<file path="src/rtl/french_pkg.sv">
// Shared types and constants for the "french" sprite position controller.
package french_pkg;

    typedef enum logic [1:0] {
        IDLE    = 2'd0,
        MOVE    = 2'd1,
        HIT     = 2'd2,
        RESPAWN = 2'd3
    } move_state_t;

    localparam int SCREEN_W = 640;
    localparam int SCREEN_H = 480;
    localparam int COORD_W  = 11;

    // One horizontal step with wrap-around inside 0..w-1.
    // The caller guarantees x < w and step < w.
    function automatic logic [COORD_W-1:0] wrap_step(
        input logic [COORD_W-1:0] x,
        input logic [COORD_W-1:0] step,
        input logic [COORD_W-1:0] w,
        input logic               right
    );
        logic [COORD_W-1:0] nx;
        if (right) begin
            nx = x + step;
            if (nx >= w) begin
                nx = nx - w;
            end else begin
                nx = nx;
            end
        end else begin
            if (x < step) begin
                nx = x + w - step;
            end else begin
                nx = x - step;
            end
        end
        return nx;
    endfunction

endpackage

</file>
<file path="src/rtl/french_move_frame_divider.sv">
// Divides a tick stream by N: tick_out fires together with every Nth tick_in.
// The pulse is combinational on tick_in so the consumer can act on the same
// clock edge as the frame pulse itself.
module frame_divider #(
    parameter int N = 2
) (
    input  logic CLK,
    input  logic RESET,
    input  logic clear,
    input  logic tick_in,
    output logic tick_out
);

    localparam int          CW   = (N > 1) ? $clog2(N) : 1;
    localparam logic [CW-1:0] LAST = CW'(N - 1);

    logic [CW-1:0] cnt_r;

    assign tick_out = tick_in & (cnt_r == LAST);

    // Tick counter: wraps to zero on the Nth tick, cleared on demand.
    always_ff @(posedge CLK) begin
        if (RESET) begin
            cnt_r <= '0;
        end else if (clear) begin
            cnt_r <= '0;
        end else if (tick_in) begin
            if (cnt_r == LAST) begin
                cnt_r <= '0;
            end else begin
                cnt_r <= cnt_r + CW'(1);
            end
        end
    end

endmodule

</file>
<file path="src/rtl/french_move.sv">
// Position controller for the "french" sprite: steps X once every
// FRAMES_PER_STEP frames with screen wrap, and on a collision freezes,
// blinks for HIT_FRAMES frames and respawns at INIT_X.
module french_move #(
    parameter int INIT_X          = 0,
    parameter int INIT_Y          = 200,
    parameter int SPEED_X         = 2,
    parameter int FRAMES_PER_STEP = 2,
    parameter int DIR_RIGHT       = 1,
    parameter int SCREEN_W        = french_pkg::SCREEN_W,
    parameter int HIT_FRAMES      = 60,
    parameter int BLINK_FRAMES    = 8
) (
    input  logic                           CLK,
    input  logic                           RESET,
    input  logic                           startOfFrame,
    input  logic                           enable,
    input  logic                           collision,
    input  logic [1:0]                     speed_sel,
    output logic [french_pkg::COORD_W-1:0] ObjectStartX,
    output logic [french_pkg::COORD_W-1:0] ObjectStartY,
    output logic                           visible,
    output logic [1:0]                     state_o
);

    import french_pkg::*;

    localparam logic [COORD_W-1:0] INIT_X_C   = COORD_W'(INIT_X);
    localparam logic [COORD_W-1:0] INIT_Y_C   = COORD_W'(INIT_Y);
    localparam logic [COORD_W-1:0] SPEED_X_C  = COORD_W'(SPEED_X);
    localparam logic [COORD_W-1:0] SCREEN_W_C = COORD_W'(SCREEN_W);
    localparam logic               RIGHT_C    = (DIR_RIGHT != 0);

    // The hit counter must reach HIT_FRAMES-1 and also carry the blink bit.
    localparam int BLINK_BIT = $clog2(BLINK_FRAMES);
    localparam int HIT_W     = ($clog2(HIT_FRAMES) > BLINK_BIT) ? $clog2(HIT_FRAMES) : BLINK_BIT + 1;
    localparam logic [HIT_W-1:0] HIT_LAST = HIT_W'(HIT_FRAMES - 1);

    // The largest step (SPEED_X << 3) must stay below the screen width so a
    // single wrap correction is always enough.
    if (SPEED_X * 8 >= SCREEN_W) begin : g_speed_check
        $error("french_move: SPEED_X*8 must be smaller than SCREEN_W");
    end
    if (FRAMES_PER_STEP < 1) begin : g_fps_check
        $error("french_move: FRAMES_PER_STEP must be at least 1");
    end

    move_state_t        state_r;
    logic [COORD_W-1:0] x_r;
    logic [COORD_W-1:0] y_r;
    logic               visible_r;
    logic [HIT_W-1:0]   hit_cnt_r;

    logic [COORD_W-1:0] step_s;
    logic [HIT_W-1:0]   hit_nxt_s;
    logic               div_clear_s;
    logic               div_tick_s;
    logic               step_tick_s;

    // speed_sel is read live, so the value present on the step cycle wins.
    assign step_s    = SPEED_X_C << speed_sel;
    assign hit_nxt_s = hit_cnt_r + HIT_W'(1);

    // Frames only count while actually moving; a collision or a disable in the
    // same cycle takes priority and suppresses the step.
    assign div_tick_s  = startOfFrame & (state_r == MOVE) & enable & ~collision;
    assign div_clear_s = ((state_r == IDLE) & enable) | (state_r == RESPAWN);

    frame_divider #(
        .N (FRAMES_PER_STEP)
    ) u_step_div (
        .CLK      (CLK),
        .RESET    (RESET),
        .clear    (div_clear_s),
        .tick_in  (div_tick_s),
        .tick_out (step_tick_s)
    );

    // Movement / hit / respawn state machine with registered outputs.
    always_ff @(posedge CLK) begin
        if (RESET) begin
            state_r   <= IDLE;
            x_r       <= INIT_X_C;
            y_r       <= INIT_Y_C;
            visible_r <= 1'b1;
            hit_cnt_r <= '0;
        end else begin
            case (state_r)
                IDLE: begin
                    visible_r <= 1'b1;
                    if (enable) begin
                        state_r <= MOVE;
                    end
                end
                MOVE: begin
                    if (collision) begin
                        state_r   <= HIT;
                        hit_cnt_r <= '0;
                        visible_r <= 1'b1;
                    end else if (!enable) begin
                        state_r <= IDLE;
                    end else if (step_tick_s) begin
                        x_r <= wrap_step(x_r, step_s, SCREEN_W_C, RIGHT_C);
                    end
                end
                HIT: begin
                    if (startOfFrame) begin
                        if (hit_cnt_r == HIT_LAST) begin
                            state_r   <= RESPAWN;
                            hit_cnt_r <= '0;
                        end else begin
                            hit_cnt_r <= hit_nxt_s;
                            visible_r <= ~hit_nxt_s[BLINK_BIT];
                        end
                    end
                end
                RESPAWN: begin
                    x_r       <= INIT_X_C;
                    visible_r <= 1'b1;
                    state_r   <= enable ? MOVE : IDLE;
                end
                default: begin
                    state_r <= IDLE;
                end
            endcase
        end
    end

    assign ObjectStartX = x_r;
    assign ObjectStartY = y_r;
    assign visible      = visible_r;
    assign state_o      = state_r;

endmodule

</file>
<file path="config.mk">
export PLATFORM = sky130hd
export DESIGN_NAME = french_move
export DESIGN_NICKNAME = d
export VERILOG_FILES = /design/src/rtl/french_pkg.sv /design/src/rtl/french_move_frame_divider.sv /design/src/rtl/french_move.sv
export SDC_FILE = /design/constraint.sdc
export NUM_CORES = 1
export LEC_CHECK = 0
export CAP_MARGIN = 5
export CORE_MARGIN = 2
export CORE_UTILIZATION = 25
export CTS_CLUSTER_SIZE = 14
export DETAILED_ROUTE_END_ITERATION = 6
export PLACE_DENSITY = 0.43
export SLEW_MARGIN = 10
export SYNTH_ARGS = -nofsm -noshare
export SYNTH_HDL_FRONTEND = slang
export SYNTH_SLANG_ARGS = --single-unit
</file>
<file path="constraint.sdc">
create_clock -name CLK -period 3.1 [get_ports CLK]
set_input_delay 0.31 -clock CLK [delete_from_list [all_inputs] [get_ports CLK]]
set_output_delay 0.31 -clock CLK [all_outputs]
set_load 0.005 [all_outputs]
</file>
[Yosys cells after proc, flatten, opt, wreduce, memory -nomap -nowiden]
Index checks and enable logic that the tools add are counted.
Word-level totals
  register bits: 21
  input port bits: 7
  output and inout port bits: 25
  word-level logic and storage cells: 62
Cells by class
  $add $sub $neg: 4
  magnitude comparators: 1
  equal/unequal tests: 13
  shift operators: 1
  mux-type cells: 21
  bitwise gates (word level): 8
  reduce and logical (&&, ||, !) cells: 9
Operators with widths (number)
  11-bit 2-to-1 mux: 4
  11-bit case mux with 2 select lines: 1
  6-bit 2-to-1 mux: 3
  2-bit != test, second input constant: 8
  6-bit case mux with 2 select lines: 1
  11-bit adder: 1
  11-bit by 10-bit greater-or-equal comparator with 1-bit output, second input constant: 1
  2-bit by 2-bit << shifter with 11-bit output, first input constant: 1
  11-bit by 10-bit subtractor with 11-bit output, second input constant: 1
  2-bit 2-to-1 mux: 5
  2-bit case mux with 4 select lines: 1
  4-bit AND reduction: 2
  6-bit by 1-bit adder with 6-bit output, second input constant: 1
  6-bit == test, second input constant: 1
  3-bit AND reduction: 2
  1-bit AND: 5
  1-bit 2-to-1 mux: 5
  2-bit == test, second input constant: 2
  2-bit nonzero test: 2
  2-bit OR reduction: 2
  3-bit != test, second input constant: 1
  1-bit case mux with 3 select lines: 1
  2-bit by 1-bit == test with 1-bit output, second input constant: 1
  2-bit logical NOT: 1
  3 further kinds: 4

[Longest topological paths before layout]
  word-level depth: 9
  depth in mapped cells: 13
  gate-level depth less buffers: 13

[By module]
From an unflattened synthesis, not the netlist that was laid out.
Second synthesis, totals
  cell total of the unflattened synthesis: 204
  area total of the unflattened synthesis: 1597.8 µm²
By module, submodules not included
  french_move: instances 1, cells each 200, area each 1551.5 µm², seq. area each 380.4 µm²
  frame_divider: instances 1, cells each 4, area each 46.3 µm², seq. area each 20.0 µm²

[Worst setup path after synthesis]
No wires, ideal clock.
  path type: reg2reg
  start point: reg x_r[1] (netlist: ObjectStartX[1])
  end point: reg x_r[8] (netlist: ObjectStartX[8])
  library setup time: 86 ps
  arrival time: 2530 ps
  data required time: 3014 ps
  path slack: 483 ps
  stages on the path, launching flop included: 13
  buffers on the path: 0
  clock period less this slack: 2617 ps
  path through: dfxtp_1 > ha_1 > fa_1 > a211oi_1 > nor2_1 > nand3_1 > xor2_1 > ha_1 > inv_1 > o21ai_0 > nand3_2 > o21a_1 > a221oi_2
On the way
  word-level cells in the longest chain between the ends: 7
  elaborated cells between the ends (all ways): 8
  those cells by class: 2 x add/sub; 1 x order compare; 5 x mux
Ends and longest elaborated chain
  start, declared: line french_move.sv:49  | logic [COORD_W-1:0] x_r;
  start signal, assigned: line french_move.sv:103  | x_r <= wrap_step(x_r, step_s, SCREEN_W_C, RIGHT_C);
  11-bit adder *: line french_pkg.sv:25  | nx = x + step;
  11-bit by 10-bit subtractor with 11-bit output / 11-bit by 10-bit greater-or-equal comparator with 1-bit output (equally long branches): line french_pkg.sv:27, french_pkg.sv:26
  11-bit 2-to-1 mux *: line french_pkg.sv:26  | if (nx >= w) begin
  11-bit 2-to-1 mux *: line french_move.sv:102  | end else if (step_tick_s) begin
  11-bit 2-to-1 mux *: line french_move.sv:100  | end else if (!enable) begin
  11-bit 2-to-1 mux *: line french_move.sv:96  | if (collision) begin
  11-bit case mux with 2 select lines *: line french_move.sv:88  | case (state_r)
Mark *: on every way between the ends. The rest lies on a longest branch, timed or not. The select of a mux whose other input is x is not followed.
A chain may end at the register's enable or synchronous reset.

[Final worst setup path]
  start point: in speed_sel[1]
  end point: reg x_r[8] (netlist: ObjectStartX[8])
On the way
  word-level cells in the longest chain between the ends: 8
  elaborated cells between the ends (all ways): 9
  those cells by class: 2 x add/sub; 1 x order compare; 1 x shift; 5 x mux
Ends and longest elaborated chain
  start, declared: line french_move.sv:19  | input logic [1:0] speed_sel,
  2-bit by 2-bit << shifter with 11-bit output *: line french_move.sv:61  | assign step_s = SPEED_X_C << speed_sel;
  11-bit adder *: line french_pkg.sv:25
  11-bit by 10-bit subtractor with 11-bit output / 11-bit by 10-bit greater-or-equal comparator with 1-bit output (equally long branches): line french_pkg.sv:27, french_pkg.sv:26
  11-bit 2-to-1 mux *: line french_pkg.sv:26
  11-bit 2-to-1 mux *: line french_move.sv:102
  11-bit 2-to-1 mux *: line french_move.sv:100
  11-bit 2-to-1 mux *: line french_move.sv:96
  11-bit case mux with 2 select lines *: line french_move.sv:88
Marks and branches as above.

==> metrics <==
status finished, final reports clean; Worst EP required 3280 ps; largest family of logic cells by synthesized area simple AND/OR/NAND/NOR gates; Mapped Cells 202; first-pass GRT wire length 6.76 mm; max cap viols 0; setup slack, reg-to-reg 490 ps; Global Route Usage Sum 11.2%; Slew HR 60.5%; GRT overflow 0; io pins 32; Detailed Route WL 3.88 mm; crit start category primary input; crit path time final 2830 ps; Avg Inst Size Synth 8.13 µm²; post-synthesis compound-gate area fraction 26.1%; CP Capture Type flop; antenna-violating nets left 0; share of cells above drive strength 1 16.3%; die height 85.1 µm; initial antenna violation count 0; cell area after synthesis 1640 µm²; Worst Path Arrival 3010 ps; mux cell area share after synthesis 1.22%; synth top area cells dfxtp_1 24%, buf_4 6.4%, nor2_1 5.7%; # rows 29; Pre-antenna DRT Iters 4; xor-xnor portion of the synthesized cell area 4.80%; Root Driver clkbuf_8; drt first-iter violations 53; fin crit share 91.4%; TritonCTS Sinks 20; Fillers 688; Simple-Gate Fraction of Synth Area 27.4%; Crit Path Max Fanout 6; Distinct cells, synth 62; Final setup viols 0; Hold Vio Cnt, Final 0; Num CTS Buffers 3; dpl ws -142 ps; Final Wtd Congestion 0.756; core region area 6350 µm²; ys async rst share 0%; final hold slack 498 ps; PwrDens 298 nW/µm²; post-synthesis adder-cell area fraction 5.79%; RSZ-0062 raised after global routing no; Worst-path clk slew 80 ps; VDD IR max 0.198 mV; synth warn 0; hold buffer count at CTS 0; H-tree depth 1; area grow syn2layout 24.2%; cell taking the most area after synthesis dfxtp_1; Max Root-Sink Buffers 2; CTS tree built; number of synthesized flops with an enable pin 0; vias in the first global route 1,392; WS Path Type in -> reg; DIE AREA 7240 µm²; Yosys reg bits 20; Leak 0.799 nW; clk_skew 6.50 ps; Core Util, Final 32.1%; # DRC 0; Post-Place Cell Area 1940 µm²; setup ws final 267 ps; Initial Util 25.9%; post-DP HPWL 3.06 mm; die width 85.1 µm; # nets final 248; max-slew violations 0; diode count 0; Clk Latency, worst-skew pair 260 ps; vias 1,483; hold crit path type reg -> reg; register area share after synthesis 24.4%; Post-synth top flop dfxtp_1; top cell type's share of synthesized area 24.4%; fmax 353 MHz; largest net degree at the start of global routing 16; DR vias/cell 4.78; WL/cell 12.5 µm; port bufs 19; Slew @ Worst Pin 590 ps; Post-Layout Inst Area 2040 µm²
flip-flops by register name, summed over array words and instances (netlist names):
register / flops
ObjectStartX: 10
hit_cnt_r: 6
state_o: 2
u_step_div.cnt_r: 1
visible: 1
where the power goes:
group	total, mW	switching (mW)	internal [mW]
clock	0.264	0.0920	0.172
sequential	0.269	0.00764	0.262
combinational	0.0751	0.0398	0.0354
total	0.609	0.139	0.469
critical path, stage by stage:
cell             delay (ps)
clkdlybuf4s50_1         470
nor2_1                   50
ha_1                    210
fa_1                    410
a211oi_2                230
nor2_1                  100
nand3_1                 100
xor2_1                  200
ha_2                    210
inv_1                    50
o21ai_0                  80
nand3_2                 170
o21a_1                  210
a221oi_2                200
synthesized netlist by cell type (all sizes together) (2+ instances only):
master	count
a21o	3
nand2	12
a41oi	2
o21ai	11
o21bai	2
a21oi	10
conb	2
nor2	26
mux2i	2
dfxtp	20
and3	3
or3	2
nor2b	4
clkbuf	2
a221oi	2
inv	7
a22oi	4
nand3	5
nand2b	10
ha	6
a22o	2
xnor2	4
xor2	5
buf	16
nor3	6
a211oi	4
nand4	3
nor4	3
o211ai	2
layout make-up:
| cell class | instances | area, µm² | share of cell area (%) |
|---|---|---|---|
| Clock buffer | 3 | 41.3 | 2.02 |
| Clock inverter | 1 | 30.0 | 1.47 |
| Sequential cell | 20 | 400 | 19.6 |
| Inverter | 7 | 26.3 | 1.29 |
| Timing Repair Buffer | 35 | 313 | 15.3 |
| Tap cell | 77 | 96.3 | 4.72 |
| Multi-Input combinational cell | 167 | 1130 | 55.5 |
worst paths after layout:
check                     to  cells after the start            start
max          ObjectStartX[8]                     14     speed_sel[1]
min                  visible                      2          visible
max reg2reg  ObjectStartX[8]                     12  ObjectStartX[1]
min reg2reg          visible                      2          visible
logic make-up (layout without fill, tap and decap cells):
logic type | count (synthesis) | count (layout)
adder cells (fa/ha/maj) | 7 | 7
flip-flops | 20 | 20
AO/OA/AOI/OAI | 55 | 55
other | 2 | 12
XOR/XNOR | 9 | 9
AND/OR/NAND/NOR | 82 | 82
buffers and inverters | 25 | 46
multiplexers | 2 | 2
metrics by stage:
stage | total power [mW] | cells | setup TNS [ps]
after floorplan | 0.330 | 212 | 0
after global placement | 0.349 | 304 | -63.0
after detailed placement | 0.348 | 304 | -318
after CTS | 0.616 | 308 | 0
after global routing | 0.639 | 310 | 0
final | 0.609 | 310 | 0
cell usage in the layout (no fill, tap or decap), types with 3 or more instances in the layout:
cell	count
nor2_1	25
nand3_1	3
xor2_1	5
buf_4	16
xnor2_1	4
clkbuf_8	3
nand2b_1	10
o21ai_0	9
nor3_1	6
ha_1	5
nor2b_1	4
clkdlybuf4s50_1	18
dfxtp_1	20
a21oi_1	9
nand2_1	12
nand4_1	3
a21o_1	3
inv_1	7
nor4_1	3
conb_1	12
a22oi_1	3
per-layer routing:
layer | part of all wire [%] | track usage (%)
met1 | 54 | 16.4
met2 | 42 | 17.0
met3 | 2.7 | 1.65
met4 | 1.2 | 3.46
met5 | 0 | 0
what timing repair did:
action,in CTS,in global routing
setup endpoints to repair,0,3
resized for setup,0,4
setup buffers,0,2
Note: power is estimated with default switching activity, not from simulation.
